[config.mk]
export PLATFORM = sky130hd
export DESIGN_NAME = muldiv_sequencer_flat
export DESIGN_NICKNAME = d
export VERILOG_FILES = /design/src/rtl/muldiv_sequencer_if.sv /design/src/rtl/muldiv_sequencer.sv /design/src/flat_wrapper.sv
export SDC_FILE = /design/constraint.sdc
export NUM_CORES = 1
export LEC_CHECK = 0
export BUFFER_PORTS_ARGS = -buffer_cell sky130_fd_sc_hd__buf_2
export CAP_MARGIN = 20
export CORE_MARGIN = 2
export CORE_UTILIZATION = 30
export DETAILED_ROUTE_END_ITERATION = 16
export PLACE_DENSITY = 0.52
export SLEW_MARGIN = 20
export SYNTH_ARGS = -nofsm -noshare
export SYNTH_HDL_FRONTEND = slang
export SYNTH_SLANG_ARGS = --single-unit
[constraint.sdc]
create_clock -name clk -period 5.9 [get_ports clk]
set_input_delay 0.295 -clock clk [delete_from_list [all_inputs] [get_ports clk]]
set_output_delay 0.295 -clock clk [all_outputs]
set_load 0.02 [all_outputs]
[src/rtl/muldiv_sequencer_if.sv]
// Execute-stage request/response bundle for the iterative multiply/divide unit.
// Signals keep the pipeline-facing names used by the decoder and hazard logic.
interface muldiv_sequencer_if #(
    parameter int DATA_WIDTH = 32
);
    // start is sampled only while the unit is idle and flush is low; the
    // upstream stage holds its registers while stall is high, and result is
    // valid in the single cycle done is high (stall is already low then).
    logic                  start;
    logic [2:0]            funct3;
    logic [DATA_WIDTH-1:0] op_a;
    logic [DATA_WIDTH-1:0] op_b;
    logic                  flush;
    logic                  busy;
    logic                  stall;
    logic                  done;
    logic [DATA_WIDTH-1:0] result;

    modport master (
        output start, funct3, op_a, op_b, flush,
        input  busy, stall, done, result
    );

    modport slave (
        input  start, funct3, op_a, op_b, flush,
        output busy, stall, done, result
    );
endinterface

[src/rtl/muldiv_sequencer.sv]
// RV32M iterative multiply/divide: one shift-add or restoring-subtract step per cycle.
// Define MULDIV_ZERO_SKIP_EN to finish zero-operand cases in PREP instead of iterating.
module muldiv_sequencer #(
    parameter int DATA_WIDTH = 32
) (
    input  logic                clk,
    input  logic                reset,
    muldiv_sequencer_if.slave   bus,
    output logic [2:0]          dbg_state_o
);
    localparam int W  = DATA_WIDTH;
    localparam int CW = $clog2(DATA_WIDTH);
    localparam logic [W-1:0] MIN_NEG = {1'b1, {(W-1){1'b0}}};

    typedef enum logic [2:0] {S_IDLE, S_PREP, S_CALC, S_FIX, S_DONE} state_e;

    state_e          state_q, state_d;
    logic [2:0]      f3_q, f3_d;
    logic [W-1:0]    a_q, a_d, b_q, b_d;
    logic [2*W-1:0]  prod_q, prod_d;
    logic [CW-1:0]   cnt_q, cnt_d;
    logic            neg_q, neg_d;
    logic [W-1:0]    result_q, result_d;

    logic            is_div, sign_a, sign_b, res_neg, zero_skip;
    logic [W-1:0]    a_abs, b_abs, mul_sel, div_sel, fix_val;
    logic [W:0]      mul_sum, div_shift, div_trial;
    logic [2*W-1:0]  prod_neg, mul_src;

    // Signedness per funct3: MUL/MULH/MULHSU treat op_a as signed, MUL/MULH op_b too.
    assign is_div  = f3_q[2];
    assign sign_a  = a_q[W-1] & (is_div ? ~f3_q[0] : (f3_q[1:0] != 2'b11));
    assign sign_b  = b_q[W-1] & (is_div ? ~f3_q[0] : ~f3_q[1]);
    assign a_abs   = sign_a ? -a_q : a_q;
    assign b_abs   = sign_b ? -b_q : b_q;
    assign res_neg = (is_div ? f3_q[1] : (f3_q[1:0] == 2'b10)) ? sign_a : (sign_a ^ sign_b);

`ifdef MULDIV_ZERO_SKIP_EN
    assign zero_skip = is_div ? ((a_q == '0) && (b_q != '0)) : ((a_q == '0) || (b_q == '0));
`else
    assign zero_skip = 1'b0;
`endif

    // prod_q holds {acc, multiplier} for multiply and {remainder, quotient} for divide.
    assign mul_sum   = {1'b0, prod_q[2*W-1:W]} + (prod_q[0] ? {1'b0, a_q} : '0);
    assign div_shift = prod_q[2*W-1:W-1];
    assign div_trial = div_shift - {1'b0, b_q};

    // The multiply sign fix must negate the full double-width product before selecting a half.
    assign prod_neg = -prod_q;
    assign mul_src  = neg_q ? prod_neg : prod_q;
    assign mul_sel  = (f3_q[1:0] == 2'b00) ? mul_src[W-1:0] : mul_src[2*W-1:W];
    assign div_sel  = f3_q[1] ? prod_q[2*W-1:W] : prod_q[W-1:0];
    assign fix_val  = is_div ? (neg_q ? -div_sel : div_sel) : mul_sel;

    always_ff @(posedge clk or posedge reset) begin
        if (reset) begin
            state_q  <= S_IDLE;
            f3_q     <= '0;
            a_q      <= '0;
            b_q      <= '0;
            prod_q   <= '0;
            cnt_q    <= '0;
            neg_q    <= 1'b0;
            result_q <= '0;
        end else begin
            state_q  <= state_d;
            f3_q     <= f3_d;
            a_q      <= a_d;
            b_q      <= b_d;
            prod_q   <= prod_d;
            cnt_q    <= cnt_d;
            neg_q    <= neg_d;
            result_q <= result_d;
        end
    end

    always_comb begin
        state_d  = state_q;
        f3_d     = f3_q;
        a_d      = a_q;
        b_d      = b_q;
        prod_d   = prod_q;
        cnt_d    = cnt_q;
        neg_d    = neg_q;
        result_d = result_q;
        unique case (state_q)
            S_IDLE: begin
                if (bus.start && !bus.flush) begin
                    f3_d    = bus.funct3;
                    a_d     = bus.op_a;
                    b_d     = bus.op_b;
                    state_d = S_PREP;
                end
            end
            S_PREP: begin
                if (bus.flush) begin
                    state_d = S_IDLE;
                end else if (is_div && (b_q == '0)) begin
                    result_d = f3_q[1] ? a_q : '1;
                    state_d  = S_DONE;
                end else if (is_div && !f3_q[0] && (a_q == MIN_NEG) && (b_q == '1)) begin
                    result_d = f3_q[1] ? '0 : MIN_NEG;
                    state_d  = S_DONE;
                end else if (zero_skip) begin
                    result_d = '0;
                    state_d  = S_DONE;
                end else begin
                    a_d     = a_abs;
                    b_d     = b_abs;
                    neg_d   = res_neg;
                    prod_d  = is_div ? {{W{1'b0}}, a_abs} : {{W{1'b0}}, b_abs};
                    cnt_d   = CW'(W - 1);
                    state_d = S_CALC;
                end
            end
            S_CALC: begin
                if (bus.flush) begin
                    state_d = S_IDLE;
                end else begin
                    if (!is_div)
                        prod_d = {mul_sum, prod_q[W-1:1]};
                    else if (!div_trial[W])
                        prod_d = {div_trial[W-1:0], prod_q[W-2:0], 1'b1};
                    else
                        prod_d = {div_shift[W-1:0], prod_q[W-2:0], 1'b0};
                    cnt_d = cnt_q - 1'b1;
                    if (cnt_q == '0)
                        state_d = S_FIX;
                end
            end
            S_FIX: begin
                if (bus.flush) begin
                    state_d = S_IDLE;
                end else begin
                    result_d = fix_val;
                    state_d  = S_DONE;
                end
            end
            S_DONE:  state_d = S_IDLE;
            default: state_d = S_IDLE;
        endcase
    end

    assign bus.busy    = (state_q != S_IDLE);
    assign bus.stall   = (bus.start && (state_q == S_IDLE) && !bus.flush) ||
                         ((state_q != S_IDLE) && (state_q != S_DONE));
    assign bus.done    = (state_q == S_DONE);
    assign bus.result  = result_q;
    assign dbg_state_o = state_q;
endmodule

[src/flat_wrapper.sv]
// flat-port wrapper written by rule: the top's interface ports become plain ports
module muldiv_sequencer_flat 
#(
    parameter int DATA_WIDTH = 32
)
  (clk, reset, dbg_state_o, bus_start, bus_funct3, bus_op_a, bus_op_b, bus_flush, bus_busy, bus_stall, bus_done, bus_result);
  muldiv_sequencer_if #(.DATA_WIDTH(DATA_WIDTH)) bus_i ();
  input  logic clk;
  input  logic reset;
  output logic [2:0] dbg_state_o;
  input wire logic [$bits(bus_i.start)-1:0] bus_start;
  input wire logic [$bits(bus_i.funct3)-1:0] bus_funct3;
  input wire logic [$bits(bus_i.op_a)-1:0] bus_op_a;
  input wire logic [$bits(bus_i.op_b)-1:0] bus_op_b;
  input wire logic [$bits(bus_i.flush)-1:0] bus_flush;
  output wire logic [$bits(bus_i.busy)-1:0] bus_busy;
  output wire logic [$bits(bus_i.stall)-1:0] bus_stall;
  output wire logic [$bits(bus_i.done)-1:0] bus_done;
  output wire logic [$bits(bus_i.result)-1:0] bus_result;
  assign bus_i.start = bus_start;
  assign bus_i.funct3 = bus_funct3;
  assign bus_i.op_a = bus_op_a;
  assign bus_i.op_b = bus_op_b;
  assign bus_i.flush = bus_flush;
  assign bus_busy = bus_i.busy;
  assign bus_stall = bus_i.stall;
  assign bus_done = bus_i.done;
  assign bus_result = bus_i.result;
  muldiv_sequencer #(.DATA_WIDTH(DATA_WIDTH)) u_core (.clk(clk), .reset(reset), .bus(bus_i), .dbg_state_o(dbg_state_o));
endmodule
Word level (Yosys, flattened, before mapping)
Index checks and enable logic that the tools add are counted.

Register bits after elaboration: 172. Word-level logic and storage cells: 115.

Mux-type cells: 50. Bitwise logic cells: 8. Equality and inequality tests: 17. Reductions and logical operators: 25. $add $sub $neg: 7.

Operators with widths (number): two-way mux 32 bit (22); two-way mux 64 bit (7); one-hot mux 32 bit (2 select lines) (3); one-hot mux 64 bit (2 select lines) (1); negation 32 bit (3); == test 32 bit, second input constant (2); negation 64 bit (1); adder 32 x 33 -> 33 bit (1); subtractor 33 x 32 -> 33 bit (1); logical NOT 32 bit (1); two-way mux 3 bit (7); two-way mux 5 bit (4); != test 2 bit, second input constant (6); one-hot mux 3 bit (4 select lines) (1); one-hot mux 5 bit (2 select lines) (1); AND reduction 5 bit (2); logical AND 1 bit (8); AND reduction 4 bit (2); == test 3 x 2 -> 1 bit, second input constant (2); nonzero test 2 bit (3); logical NOT 5 bit (1); inverter 1 bit (5); subtractor 5 x 1 -> 5 bit, second input constant (1); two-way mux 1 bit (4); other kinds (15) (18).

Longest topological paths before layout
Gate-level depths: netlist (run 1).

Depth in word-level cells: 9. Mapped depth: 18.

Least setup slack after synthesis (run 1)
OpenSTA, ideal clock, no wires.

Path kind: reg2reg. Start point: register u_core.f3_q[1]. End point: register u_core.result_q[28] (netlist: u_core.bus.result[28]). Clock period less this slack: 4.518 ns. Required time: 5.771 ns. Arrival time: 4.389 ns. Stages on the path, launching flop included: 19. Path slack: 1.382 ns. Path buffers: 7. Path through: dfrtp_1 -> buf_4 -> buf_2 -> buf_2 -> buf_1 -> buf_2 -> buf_2 -> clkbuf_1 -> mux2i_1 -> ha_1 -> o221ai_1 -> nor4_2 -> nand4bb_1 -> or3b_1 -> o31ai_1 -> xnor2_1 -> nor2_1 -> nor3_1 -> o21ai_1.

Cells in the longest elaborated chain, start to end: 6. Elaborated cells on any way between the ends: 11. Those cells by class: add/sub: 1; mux: 9; reduce/logical: 1.

Ends and longest elaborated chain: start: declaration (line muldiv_sequencer.sv:18) `logic [2:0] f3_q, f3_d;`; start signal: assignment (line muldiv_sequencer.sv:59) `f3_q <= '0;`; start signal: assignment (line muldiv_sequencer.sv:68) `f3_q <= f3_d;`; two-way mux 32 bit (line muldiv_sequencer.sv:53) `assign div_sel = f3_q[1] ? prod_q[2*W-1:W] : prod_q[W-1:0];`; negation 32 bit (line muldiv_sequencer.sv:54) `assign fix_val = is_div ? (neg_q ? -div_sel : div_sel) : mul_sel;`; two-way mux 32 bit (2 in a row) (line muldiv_sequencer.sv:54); two-way mux 32 bit (line muldiv_sequencer.sv:133) `if (bus.flush) begin`; one-hot mux 32 bit (2 select lines) * (line muldiv_sequencer.sv:87) `unique case (state_q)`; end signal: assignment (line muldiv_sequencer.sv:74) `result_q <= result_d;`; end: declaration (line muldiv_sequencer.sv:23) `logic [W-1:0] result_q, result_d;`.

Mark *: on every way between the ends. The rest lies on a longest branch, timed or not. The select of a mux whose other input is x is not followed. A chain may end at the register's enable or synchronous reset.

Final worst setup path (run 1)
Start point: register u_core.prod_q[0]. End point: register u_core.result_q[26] (netlist: u_core.bus.result[26]).

Cells in the longest elaborated chain, start to end: 6. Elaborated cells on any way between the ends: 9. Those cells by class: add/sub: 2; mux: 7.

Ends and longest elaborated chain: start: declaration (line muldiv_sequencer.sv:20) `logic [2*W-1:0] prod_q, prod_d;`; start signal: assignment (line muldiv_sequencer.sv:71) `prod_q <= prod_d;`; negation 64 bit or two-way mux 32 bit (tied branches) (line muldiv_sequencer.sv:50, muldiv_sequencer.sv:53); two-way mux 64 bit or negation 32 bit (tied branches) (line muldiv_sequencer.sv:51, muldiv_sequencer.sv:54); two-way mux 32 bit, on equally long branches (line muldiv_sequencer.sv:52, muldiv_sequencer.sv:54); two-way mux 32 bit * (line muldiv_sequencer.sv:54); two-way mux 32 bit * (line muldiv_sequencer.sv:133); one-hot mux 32 bit (2 select lines) * (line muldiv_sequencer.sv:87).

Marks and branches as above.

==> results of run 1 <==
-- kinds of logic after synthesis --
kind of cell             share of synthesized area
AND/OR/NAND/NOR                              0.203
adder cells (fa/ha/maj)                     0.0563
AO/OA/AOI/OAI                                0.254
multiplexers                                0.0553
XOR/XNOR                                     0.110
flip-flops                                   0.261
buffers and inverters                       0.0597
-- state kept, by name (all words and copies together), names as in the netlist --
signal	count
u_core.b_q	32
u_core.bus.result	32
u_core.prod_q	64
u_core.neg_q	1
u_core.f3_q	3
u_core.cnt_q	5
u_core.dbg_state_o	3
u_core.a_q	32
-- metal layers --
metal  GRT usage  vias to the layer above
li1            -                     7738
met1       0.344                     8321
met2       0.397                      716
met3      0.0382                      132
met4       0.104                        0
met5           0                        -
-- power by group through the flow --
| stage | logic (uW) | registers (uW) | clock network [uW] |
|---|---|---|---|
| final | 5760 | 2490 | 1250 |
| after CTS | 5650 | 2440 | 1270 |
| after global routing | 6290 | 2520 | 1310 |
| after floorplan | 4440 | 1880 | 0 |
| after global placement | 5610 | 2450 | 0 |
| after detailed placement | 5620 | 2460 | 0 |
-- synthesized netlist by cell type, drive strengths merged (19+ instances only) --
cell / number
or3: 19
clkbuf: 119
o22ai: 42
a21oi: 205
ha: 71
inv: 77
nor3: 68
o21ai: 177
nor4: 22
buf: 41
dfrtp: 172
nor2: 211
a211oi: 34
a21o: 29
nand3: 40
mux2i: 54
xnor2: 133
and2: 27
nand2: 229
o31ai: 39
xor2: 74
-- critical path: stages, from the launching register on --
cell and delay [ns]:
dfrtp_1 0.36, buf_4 0.21, inv_1 0.41, ha_1 0.27
nor3b_1 0.41, nand4_1 0.46, nor4_2 0.78, nand2_1 0.52
o31ai_1 0.58, xor2_1 0.19, o21ai_0 0.09, o211ai_1 0.12
o311ai_1 0.12
-- worst min path at each step --
| stage | startpoint | to | slack (ns) |
|---|---|---|---|
| after floorplan | bus_flush | u_core.dbg_state_o[0] | 0.37 |
| after global placement | u_core.bus.result[14] | u_core.bus.result[14] | 0.46 |
| after detailed placement | u_core.bus.result[9] | u_core.bus.result[9] | 0.47 |
| after CTS | bus_funct3[0] | u_core.f3_q[0] | 0.006 |
| after global routing | bus_funct3[0] | u_core.f3_q[0] | 0.02 |
| final | reset | u_core.prod_q[16] | -0.01 |
-- metrics by stage --
stage / cell area, sq um / utilization / setup slack, ns
floorplan: 16500 / - / 0.945
global placement: 17500 / 0.323 / 0.804
detailed placement: 17500 / 0.323 / 1.37
CTS: 18100 / 0.335 / 1.35
global route: 18100 / 0.335 / 0.958
finish: 18100 / 0.335 / 1.21
-- area by class of cell --
type / count / area, sq um
clock buffer: 19 / 453
clock inverter: 13 / 166
fill: 5726 / 36000
timing repair buffer: 140 / 778
tap: 696 / 871
inverter: 78 / 300
sequential: 172 / 4310
multi-input combinational: 1738 / 11200
==> metrics.cfg, run 1 <==
[pwr]
sw_frac_of_total = 0.532
p_leak_uw = 0.00762
power.total_uw = 9500
clock_power_share = 0.132
p_switching_uw = 5060
seqPwrFrac = 0.262
intPower_uw = 4450
power_density_nw_per_um2 = 525
peakVddDrop_mv = 0.204
comb_power_share = 0.607

[clocking]
cts_max_path_buffers = 2
post_cts_buffers = 0
htree_levels = 4
clock_sinks = 172
ctsHoldBuffers = 0
clk_pin_slew_worst_paths_ns = 0.08
cts-resized-gates = 0
insertion_delay_ns = 0.49
cts_root_buf = clkbuf_16
cts_tree = yes
cts_made_buffers = 17

[logic_synthesis]
synth.largest_area_cell = dfrtp_1
syn_area_per_cell_sq_um = 7.68
synth_enable_flop_cells = 0
synthArstFlopShare = 1.00
yosysSeqAreaShare = 0.261
synth_area_leaders = dfrtp_1 26%, xnor2_1 7.1%, a21oi_1 6.2%, ha_1 5.4%, nand2_1 5.2%
synthCells = 2148
yosysWarnings = 0
synth_cell_types = 84
synth_fp_nets = 2292
ys_ff_latch = 172
ys.flop_type = dfrtp_1
yosys.area.top_type_share = 0.261
synth.cell_area_sq_um = 16500

[critical_path]
reg2reg_from = u_core.prod_q[0]
cp-endpoint = u_core.bus.result[26]
worstSetupEndpointType = flop
ff2ff_path_depth = 12
arrival_ns = 5.03
path_max_fanout = 26
critPathKind = reg -> reg
required_ns = 6.24
reg2reg_slack_ns = 1.21
reg2reg_to = u_core.bus.result[26]
crit_path_start_kind = flop
cp-startpoint = u_core.prod_q[0]

[timing]
fin_crit_sh = 0.795
hold_viol = 12
tns_ns = 0
max-slew-margin-rel = 0.281
setup_violations = 0
max_freq_mhz = 213
fin_hold_ws_ns = -0.0122
rsz0062_at_grt = no
finClkSkew_ns = 0.0167
worst_slew_pin_slew_ns = 1.08
post-route-min-period_ns = 4.69
slew_viol_final = 0

[route]
highest_layer = met4
ant_nets = 0
vias = 16907
wl_mm = 72.1
drc = 0
wl_per_cell_um = 25.2
drt-initial-drc-count = 1785
wl_met1_mm = 31.9
viasPerCell = 5.92
dr_wl_met2_mm = 32.5
wl_met3_mm = 4.86
detail_route.first_pass.iterations = 6

[cells_and_area]
nNetsFinal = 2291
layout_commonest_cell = nand2_1
num_antenna_cells = 0
area_growth_pct = 9.87
final_cells = 2856
drive_gt1_frac = 0.110
final_cell_mix = 228 x nand2_1, 208 x nor2_1, 205 x a21oi_1

[placed_design]
gp_congestion = 0.961
dp.cells = 2824
portBuffers = 108
hpwl_mm = 54.3

[grt]
grt_pass1_wl_mm = 107
grt_pass1_vias = 15982
antenna_found_initial = 0
overflow = 0
grtUsageTotal = 0.252
grt_start_max_net_pins = 123

[status]
status = complete, but fails checks
violations = hold timing

[die]
die-width_um = 238
coreArea_sq_um = 54100
start_util = 0.305
die_area_sq_um = 56900
rows = 85
num_io_pins = 109
die_y_um = 238

[min_path]
hp-class = in -> async

[job]
cap_viol_max_count = 0

(Power assumes the default switching activity.)
==> inputs of run 2 (changes only) <==
==> constraint.sdc (replaced) <==
create_clock -name clk -period 4.57 [get_ports clk]
set_input_delay 0.2285 -clock clk [delete_from_list [all_inputs] [get_ports clk]]
set_output_delay 0.2285 -clock clk [all_outputs]
set_load 0.02 [all_outputs]
==> run 2 against run 1 <==
Clock power up 34%; critical path depth unchanged; first-iteration DRC count down 5.5%; cell count up 2.6%; flip-flop and latch count unchanged; sequential share of layout area down 0.87 points; count of clock-buffer cells in the layout up 4; die area unchanged; final area up 3.8%; the run now ends clean; global-route usage up 0.82 points.
==> metrics.cfg, run 2 (synthesis gave the netlist of run 1 again) <==
[clocking]
htree_levels = 4  ; unchanged
clock_sinks = 172  ; unchanged
cts_root_buf = clkbuf_16
cts_max_path_buffers = 2  ; unchanged
cts_made_buffers = 17  ; unchanged
insertion_delay_ns = 0.52  ; +0.03 ns
clk_pin_slew_worst_paths_ns = 0.07  ; about the same
cts_tree = yes
post_cts_buffers = 0  ; unchanged

[grt]
grt_pass1_vias = 16386  ; +2.5%
grt_pass1_wl_mm = 109  ; +2.6%
antenna_found_initial = 2  ; +2
grtUsageTotal = 0.260  ; +0.00817
grt_start_max_net_pins = 81  ; -34%
overflow = 0  ; unchanged

[pwr]
peakVddDrop_mv = 0.420  ; +110%
power.total_uw = 12500  ; +32%
p_leak_uw = 0.00798  ; +4.7%
power_density_nw_per_um2 = 667  ; +27%

[route]
vias = 17106  ; +1.2%
ant_nets = 0  ; unchanged
wl_mm = 74.2  ; +3.0%
detail_route.first_pass.iterations = 6  ; unchanged
drc = 0  ; unchanged
drt-initial-drc-count = 1687  ; -5.5%
viasPerCell = 5.84  ; -1.3%
wl_per_cell_um = 25.3  ; +0.45%

[critical_path]
worstSetupEndpointType = flop
crit_slowest_cell = or3b_1
crit_path_start_kind = flop
path_max_fanout = 57  ; +120%
cp_top_family = simple AND/OR/NAND/NOR gates
arrival_ns = 4.70  ; -0.33 ns
cpPeakStageDelay_ns = 0.49  ; -0.29 ns
required_ns = 4.98  ; -1.26 ns
critPathBufInv = 3  ; +1
path_cells = inv_1 -> ha_1 -> or3b_1 -> nor4_4 -> nand3_1 -> nor4_1 -> nor3_1 -> nand3b_1 -> buf_4 -> inv_1 -> nand2_1 -> o21ai_0
worst_path_most_repeated_cell = inv_1
critPathKind = reg -> reg

[cells_and_area]
final_cell_mix = 228 x nand2_1, 208 x nor2_1, 205 x a21oi_1
drive_gt1_frac = 0.124  ; +0.0139
design_area_sq_um = 18800  ; +3.8%
fill_cells = 5718  ; -0.14%
nNetsFinal = 2363  ; +3.1%
layout_commonest_cell = nand2_1
largest-register = u_core.prod_q
seqCellArea_sq_um = 4310  ; unchanged
largest_register_ff_count = 64  ; unchanged
final_core_util = 0.347  ; +0.0127
area_growth_pct = 14.0
multi_input_area_sq_um = 11300  ; +0.13%

[timing]
hold_viol = 0  ; -12
fin_hold_ws_ns = 0.0252  ; +0.0374 ns
worst_slack_ns = 0.283  ; -0.927 ns
max-slew-margin-rel = 0.428  ; +0.147
setup_violations = 0  ; unchanged
rsz0062_at_grt = no
post-route-min-period_ns = 4.29  ; -0.403 ns
slew_viol_final = 0  ; unchanged
worst_slew_pin_slew_ns = 0.858  ; -0.218 ns
finClkSkew_ns = 0.0196  ; +0.00296 ns
fin_crit_sh = 0.938  ; +0.143
max_freq_mhz = 233  ; +9.4%

[die]
coreArea_sq_um = 54100  ; unchanged
start_util = 0.305  ; unchanged
die_area_sq_um = 56900  ; unchanged
die-width_um = 238  ; unchanged
num_io_pins = 109  ; unchanged
die_y_um = 238  ; unchanged
rows = 85  ; unchanged

[status]
status = completed

[min_path]
hp-class = in -> reg

[placed_design]
pre_cts_ws_ns = -0.0998  ; -1.47 ns
post_dp_cell_area_sq_um = 17800  ; +1.9%
portBuffers = 108  ; unchanged
gp_congestion = 0.982  ; +2.2%
hpwl_mm = 56.4  ; +3.9%

[job]
cap_viol_max_count = 0  ; unchanged

-- run 2: changes by cell type in the layout (fill, tap and decap cells not counted) --
cell and change:
buf_4 +37, inv_8 -1, buf_12 +3, clkbuf_1 +1, buf_2 -1, dlygate4sd3_1 +33
nor4_4 +1, nor4_1 -1, clkinv_4 -3, diode_2 +1, clkbuf_8 +3
-- run 2: report_power, final --
group          internal, uW  switching, uW  leakage (uW)
clock network           933            745      0.000306
registers              1970           1100       0.00213
logic                  3020           4770       0.00555
total                  5920           6620       0.00798
-- run 2: through the flow --
stage | std cells | setup TNS [ns]
after floorplan | 2148 | 0
after global placement | 2863 | 0
after detailed placement | 2863 | -0.300
after CTS | 2928 | 0
after global routing | 2928 | 0
final | 2929 | 0
-- run 2: layout make-up --
| type | instances | area share |
|---|---|---|
| Inverter | 78 | 0.0158 |
| Clock inverter | 9 | 0.00705 |
| Tap cell | 696 | 0.0463 |
| Timing Repair Buffer | 212 | 0.0766 |
| Antenna cell | 1 | 0.000133 |
| Multi-Input combinational cell | 1738 | 0.598 |
| Clock buffer | 23 | 0.0265 |
| Sequential cell | 172 | 0.229 |
-- run 2: path summary, 6_finish.rpt --
check                                      start                    end  slack, ns  depth (start not counted)
max in group asynchronous                  reset         u_core.f3_q[2]       3.04                          4
min in group asynchronous                  reset       u_core.prod_q[2]       0.37                          3
hold / removal                      bus_op_a[23]         u_core.a_q[23]       0.03                          3
setup reg to reg                   u_core.a_q[0]  u_core.bus.result[30]       0.28                         12
setup / recovery                   u_core.a_q[0]  u_core.bus.result[30]       0.28                         12
hold reg to reg            u_core.bus.result[14]  u_core.bus.result[14]       0.47                          2
-- run 2: what timing repair did --
action,4_1_cts,5_1_grt
hold endpoints to repair,56,0
gates resized for setup,1,1
endpoints found under the setup margin,8,3
hold buffers,33,0
-- run 2: worst register-to-register path, delay by kind of cell, from the launching register on --
kind	cells	cell delay, ns
AOI/OAI and AO/OA	1	0.24
adders and majority gates	1	0.20
buffers and inverters	3	0.86
DFF	1	0.42
and+or+nand+nor	7	2.47
-- run 2: metal layers --
layer | track usage | part of all wire | vias to the layer above
li1 | - | - | 7884
met3 | 0.0571 | 0.075 | 130
met2 | 0.409 | 0.45 | 717
met4 | 0.110 | 0.040 | 0
met5 | 0 | 0 | -
met1 | 0.343 | 0.43 | 8375
